File: src/rtl/freq_duty_meter.sv
// Period / high-time meter for a divided clock sampled in the clk_in domain, with A/B setting classification.
// Optional duty-cycle divider enabled by defining DUTY_PCT_EN (adds duty_pct / duty_valid).
module freq_duty_meter #(
  parameter int CNT_W    = 16,
  parameter int PERIOD_A = 28121,
  parameter int HIGH_A   = 5625,
  parameter int PERIOD_B = 4245,
  parameter int HIGH_B   = 849,
  parameter int TOL      = 2
) (
  input  logic             clk_in,
  input  logic             rst,
  input  logic             sig_in,
  output logic [CNT_W-1:0] period_out,
  output logic [CNT_W-1:0] high_out,
  output logic             meas_valid,
  output logic [1:0]       mode_out,
  output logic             timeout
`ifdef DUTY_PCT_EN
  ,
  output logic [6:0]       duty_pct,
  output logic             duty_valid
`endif
);

  localparam logic [CNT_W-1:0]        CNT_MAX = '1;
  localparam logic [CNT_W-1:0]        PA      = CNT_W'(PERIOD_A);
  localparam logic [CNT_W-1:0]        HA      = CNT_W'(HIGH_A);
  localparam logic [CNT_W-1:0]        PB      = CNT_W'(PERIOD_B);
  localparam logic [CNT_W-1:0]        HB      = CNT_W'(HIGH_B);
  localparam logic signed [CNT_W:0]   TOL_S   = (CNT_W+1)'(TOL);

  typedef enum logic [1:0] {IDLE, ARM, MEAS} state_t;

  state_t           state;
  logic             s1, s2, s3;
  logic             rise, fall;
  logic [CNT_W-1:0] period_cnt, high_cnt;
  logic             high_run;
  logic [CNT_W-1:0] meas_high;
  logic [1:0]       mode_next;
  logic             meas_hit;

  assign rise      = s2 & ~s3;
  assign fall      = ~s2 & s3;
  assign meas_hit  = rise && (state != IDLE);
  assign meas_high = high_run ? period_cnt : high_cnt;

  function automatic logic near(input logic [CNT_W-1:0] v, input logic [CNT_W-1:0] r);
    logic signed [CNT_W:0] d;
    d = $signed({1'b0, v}) - $signed({1'b0, r});
    return (d <= TOL_S) && (d >= -TOL_S);
  endfunction

  always_comb begin
    mode_next = 2'b00;
    if (near(period_cnt, PA) && near(meas_high, HA))      mode_next = 2'b01;
    else if (near(period_cnt, PB) && near(meas_high, HB)) mode_next = 2'b10;
  end

  always_ff @(posedge clk_in or posedge rst) begin
    if (rst) begin
      s1         <= 1'b0;
      s2         <= 1'b0;
      s3         <= 1'b0;
      state      <= IDLE;
      period_cnt <= '0;
      high_cnt   <= '0;
      high_run   <= 1'b0;
      period_out <= '0;
      high_out   <= '0;
      meas_valid <= 1'b0;
      mode_out   <= 2'b00;
      timeout    <= 1'b0;
    end else begin
      s1         <= sig_in;
      s2         <= s1;
      s3         <= s2;
      meas_valid <= 1'b0;
      case (state)
        IDLE: begin
          if (rise) begin
            state      <= ARM;
            period_cnt <= CNT_W'(1);
            high_cnt   <= CNT_W'(1);
            high_run   <= 1'b1;
          end
        end
        ARM, MEAS: begin
          if (rise) begin
            period_out <= period_cnt;
            high_out   <= meas_high;
            mode_out   <= mode_next;
            meas_valid <= 1'b1;
            timeout    <= 1'b0;
            period_cnt <= CNT_W'(1);
            high_cnt   <= CNT_W'(1);
            high_run   <= 1'b1;
            state      <= MEAS;
          end else if (period_cnt == CNT_MAX) begin
            // Counters park at full scale until the next rise re-arms.
            state    <= IDLE;
            timeout  <= 1'b1;
            high_run <= 1'b0;
          end else begin
            period_cnt <= period_cnt + 1'b1;
            if (high_run) begin
              if (fall) high_run <= 1'b0;
              else      high_cnt <= high_cnt + 1'b1;
            end
          end
        end
        default: state <= IDLE;
      endcase
    end
  end

`ifdef DUTY_PCT_EN
  localparam int DW = CNT_W + 7;
  localparam int IW = $clog2(DW + 1);

  logic [DW-1:0]    quo;
  logic [CNT_W:0]   rem;
  logic [CNT_W-1:0] dsor;
  logic [IW-1:0]    iter;
  logic             busy;
  logic [CNT_W:0]   trial;
  logic             ge;
  logic [DW-1:0]    dividend;

  assign dividend = DW'(meas_high) * DW'(7'd100);
  assign trial    = {rem[CNT_W-1:0], quo[DW-1]};
  assign ge       = trial >= {1'b0, dsor};

  // Division starts alongside the result latch, so a new measurement always restarts it.
  always_ff @(posedge clk_in or posedge rst) begin
    if (rst) begin
      quo        <= '0;
      rem        <= '0;
      dsor       <= '0;
      iter       <= '0;
      busy       <= 1'b0;
      duty_pct   <= '0;
      duty_valid <= 1'b0;
    end else begin
      duty_valid <= 1'b0;
      if (meas_hit) begin
        quo  <= dividend;
        rem  <= '0;
        dsor <= period_cnt;
        iter <= IW'(DW);
        busy <= 1'b1;
      end else if (busy) begin
        rem  <= ge ? trial - {1'b0, dsor} : trial;
        quo  <= {quo[DW-2:0], ge};
        iter <= iter - 1'b1;
        if (iter == IW'(1)) begin
          busy       <= 1'b0;
          duty_valid <= 1'b1;
          duty_pct   <= (dsor == '0) ? 7'd0 : {quo[5:0], ge};
        end
      end
    end
  end
`endif

endmodule

File: config.mk
export PLATFORM = sky130hd
export DESIGN_NAME = freq_duty_meter
export DESIGN_NICKNAME = d
export VERILOG_FILES = /design/src/rtl/freq_duty_meter.sv
export SDC_FILE = /design/constraint.sdc
export NUM_CORES = 1
export LEC_CHECK = 0
export CORE_ASPECT_RATIO = 0.9
export CORE_UTILIZATION = 30
export CTS_CLUSTER_SIZE = 16
export DETAILED_ROUTE_END_ITERATION = 10
export PLACE_DENSITY = 0.57
export SYNTH_ARGS = -nofsm -noshare
export SYNTH_HDL_FRONTEND = slang
export SYNTH_SLANG_ARGS = --single-unit
File: constraint.sdc
create_clock -name clk_in -period 10.18 [get_ports clk_in]
set_input_delay 2.036 -clock clk_in [delete_from_list [all_inputs] [get_ports clk_in]]
set_output_delay 2.036 -clock clk_in [all_outputs]
set_load 0.01 [all_outputs]
==> impl_metrics.env <==
export IMPL_status="finished, final reports clean"
export IMPL_netlist_top_cells_area="dfrtp_1 35%, mux2_2 5.3%, nand2_1 4.3%"
export IMPL_synth_commonest_cells="74 x dfrtp_1, 61 x nand2_1, 53 x nor2_1"
export IMPL_post_cts_buffers=0
export IMPL_netlist_area_sq_um=5320
export IMPL_ctsHtreeMaxLevel=3
export IMPL_worstMarginPinSlew_ns=1.12
export IMPL_holdBufCountCts=0
export IMPL_syn_inst=621
export IMPL_drtIter0Drc=397
export IMPL_die_area_sq_um=18300
export IMPL_synth_cell_types=72
export IMPL_initial_utilization=0.311
export IMPL_worst_setup_path_end_kind="flip-flop"
export IMPL_post_dp_hpwl_um=11000
export IMPL_fp_dieW_um=142
export IMPL_clockRootBuffer="clkbuf_16"
export IMPL_rsz0062_at_grt="no"
export IMPL_wl_per_cell_um=18.2
export IMPL_worst_path_max_fanout=49
export IMPL_period_minus_slack_ns=3.75
export IMPL_maxSlewHeadroom=0.233
export IMPL_peakVddDrop_v=0.0000865
export IMPL_crit_type="flip-flop to flip-flop"
export IMPL_cellPowerDensity_nw_per_um2=197
export IMPL_crit_required_ns=10.45
export IMPL_antennaDiodeCount=0
export IMPL_num_vias=4886
export IMPL_ys_async_sr_fraction=1.00
export IMPL_p_leak_nw=2.45
export IMPL_cts_tree="done"
export IMPL_ctsResizeCount=0
export IMPL_cts_buffers=9
export IMPL_area_growth_pct=14.9
export IMPL_cp_arrival_ns=4.02
export IMPL_syn_avg_cell_area_sq_um=8.56
export IMPL_gp_congestion=0.879
export IMPL_worst_slack_ns=6.43
export IMPL_fin_tns_setup_ns=0
export IMPL_utilization=0.357
export IMPL_dieHeight_um=128
export IMPL_power_total_mw=1.20
export IMPL_placedInstanceArea_sq_um=5810
export IMPL_synthFlopType="dfrtp_1"
export IMPL_grt_max_degree=75
export IMPL_final_layout_size_suffix_gt1_frac=0.0973
export IMPL_start_kind="flip-flop"
export IMPL_place_worst_setup_slack_ns=6.52
export IMPL_antenna_left=0
export IMPL_grt_first_pass_wirelength_um=25500
export IMPL_synth_top_area_frac=0.348
export IMPL_path_clk_slew_ns=0.06
export IMPL_antenna_found_initial=0
export IMPL_drv_cap=0
export IMPL_wl_um=15700
export IMPL_synth_edf_count=0
export IMPL_yosys_warnings=0
export IMPL_fin_crit_sh=0.369
export IMPL_skew_ns=0.00684
export IMPL_grtUsageTotal=0.180
export IMPL_drv_slew=0
export IMPL_coreArea_sq_um=17100
export IMPL_hold_class="flip-flop to flip-flop"
export IMPL_yosysTopAreaCell="dfrtp_1"
export IMPL_setup_viol=0
export IMPL_finalHoldViolCount=0
export IMPL_io_pins=39
export IMPL_numPortBuffers=38
export IMPL_finalNetCount=634
export IMPL_yosysMostFrequentCell="dfrtp_1"
export IMPL_ys_seq_elements=74
export IMPL_synth_nets=633
export IMPL_cts_sinks=74
export IMPL_rows=45
export IMPL_via_per_inst=5.67
export IMPL_insertion_delay_ns=0.34
export IMPL_grt_remaining_overflow=0
export IMPL_fin_area_sq_um=6110
export IMPL_first_pass_iters=5
export IMPL_drc=0
export IMPL_clockBufferDepth=2
export IMPL_grt_pass1_vias=4616
export IMPL_fmax_ghz=0.267
export IMPL_ys_seq_area_frac=0.348
[cell usage in the layout (no fill, tap or decap), types with 4 or more instances in the layout]
| cell type | netlist | layout |
|---|---|---|
| mux2i_1 | 15 | 15 |
| nand2b_1 | 4 | 4 |
| mux2_2 | 25 | 25 |
| and2_1 | 5 | 5 |
| nand3_1 | 29 | 29 |
| o21ai_0 | 44 | 44 |
| inv_1 | 16 | 15 |
| nand4_1 | 16 | 16 |
| o21ai_1 | 5 | 5 |
| xnor2_1 | 25 | 25 |
| ha_1 | 9 | 9 |
| clkbuf_16 | 0 | 9 |
| nor2_1 | 53 | 53 |
| a21o_1 | 5 | 5 |
| nor4_1 | 12 | 12 |
| clkdlybuf4s50_1 | 0 | 38 |
| o211ai_1 | 4 | 4 |
| a31oi_1 | 6 | 6 |
| o21a_1 | 5 | 5 |
| a21oi_1 | 27 | 27 |
| a2111oi_0 | 4 | 4 |
| dfrtp_1 | 74 | 73 |
| xor2_1 | 16 | 16 |
| nor2b_1 | 6 | 6 |
| a211oi_1 | 8 | 8 |
| and3_1 | 9 | 9 |
| nor3_1 | 15 | 15 |
| nand2_1 | 61 | 60 |
| buf_4 | 2 | 4 |
| o2111ai_1 | 5 | 5 |
[layer usage]
layer | share of wire | track usage | vias to the layer above
met5 | 0 | 0 | -
met4 | 0.029 | 0.0822 | 0
met3 | 0.059 | 0.0295 | 29
met2 | 0.44 | 0.266 | 196
met1 | 0.47 | 0.256 | 2384
li1 | - | - | 2277
[critical path: stages, from the launching register on]
cell and delay, ns:
dfrtp_2 1.01, mux2i_1 0.39, ha_1 0.41, or4bb_1 0.59, a211oi_1 0.27, o2111a_1 0.20
o2111ai_1 0.11, a2111oi_0 0.41, a41o_1 0.15, a22o_1 0.13
[worst paths after layout]
| kind | start | to | slack [ns] | depth (start not counted) |
|---|---|---|---|---|
| setup / recovery | high_run | mode_out[1] | 6.43 | 9 |
| hold / removal | s1 | s2 | 0.36 | 0 |
| setup reg to reg | high_run | mode_out[1] | 6.43 | 9 |
| hold reg to reg | s1 | s2 | 0.36 | 0 |
| max in group asynchronous | rst | high_run | 7.21 | 3 |
| min in group asynchronous | rst | period_out[0] | 2.32 | 3 |
[where the power goes]
group | internal, mW | leakage [nW] | switching [mW]
Clock | 0.190 | 0.139 | 0.128
Combinational | 0.185 | 1.31 | 0.281
Sequential | 0.327 | 1.00 | 0.0914
Total | 0.702 | 2.45 | 0.500
[cell type report]
| class | count | area [sq um] |
|---|---|---|
| Multi-Input combinational cell | 479 | 3200 |
| Clock inverter | 6 | 67.6 |
| Tap cell | 235 | 294 |
| Inverter | 16 | 60.1 |
| Sequential cell | 74 | 1850 |
| Clock buffer | 10 | 229 |
| Fill cell | 1769 | 11000 |
| Timing Repair Buffer | 42 | 410 |
[per-stage QoR]
| stage | hold WS [ns] | instances |
|---|---|---|
| global route | 0.362 | 862 |
| floorplan | 0.331 | 621 |
| detailed placement | 0.337 | 846 |
| finish | 0.360 | 862 |
| global placement | 0.347 | 846 |
| CTS | 0.361 | 862 |
[state kept, by name, indices dropped and copies added (netlist names)]
| signal | cells |
|---|---|
| s1 | 1 |
| high_out | 16 |
| period_out | 16 |
| s2 | 1 |
| high_run | 1 |
| timeout | 1 |
| high_cnt | 16 |
| mode_out | 2 |
| state | 2 |
| s3 | 1 |
| period_cnt | 16 |
| meas_valid | 1 |
[cells by family after synthesis]
group | synth area share
simple gates | 0.232
compound gates | 0.193
flops | 0.348
buf+inv | 0.0515
mux | 0.0863
xor+xnor | 0.0675
fa+ha+maj | 0.0212
Note: power is estimated with default switching activity, not from simulation.
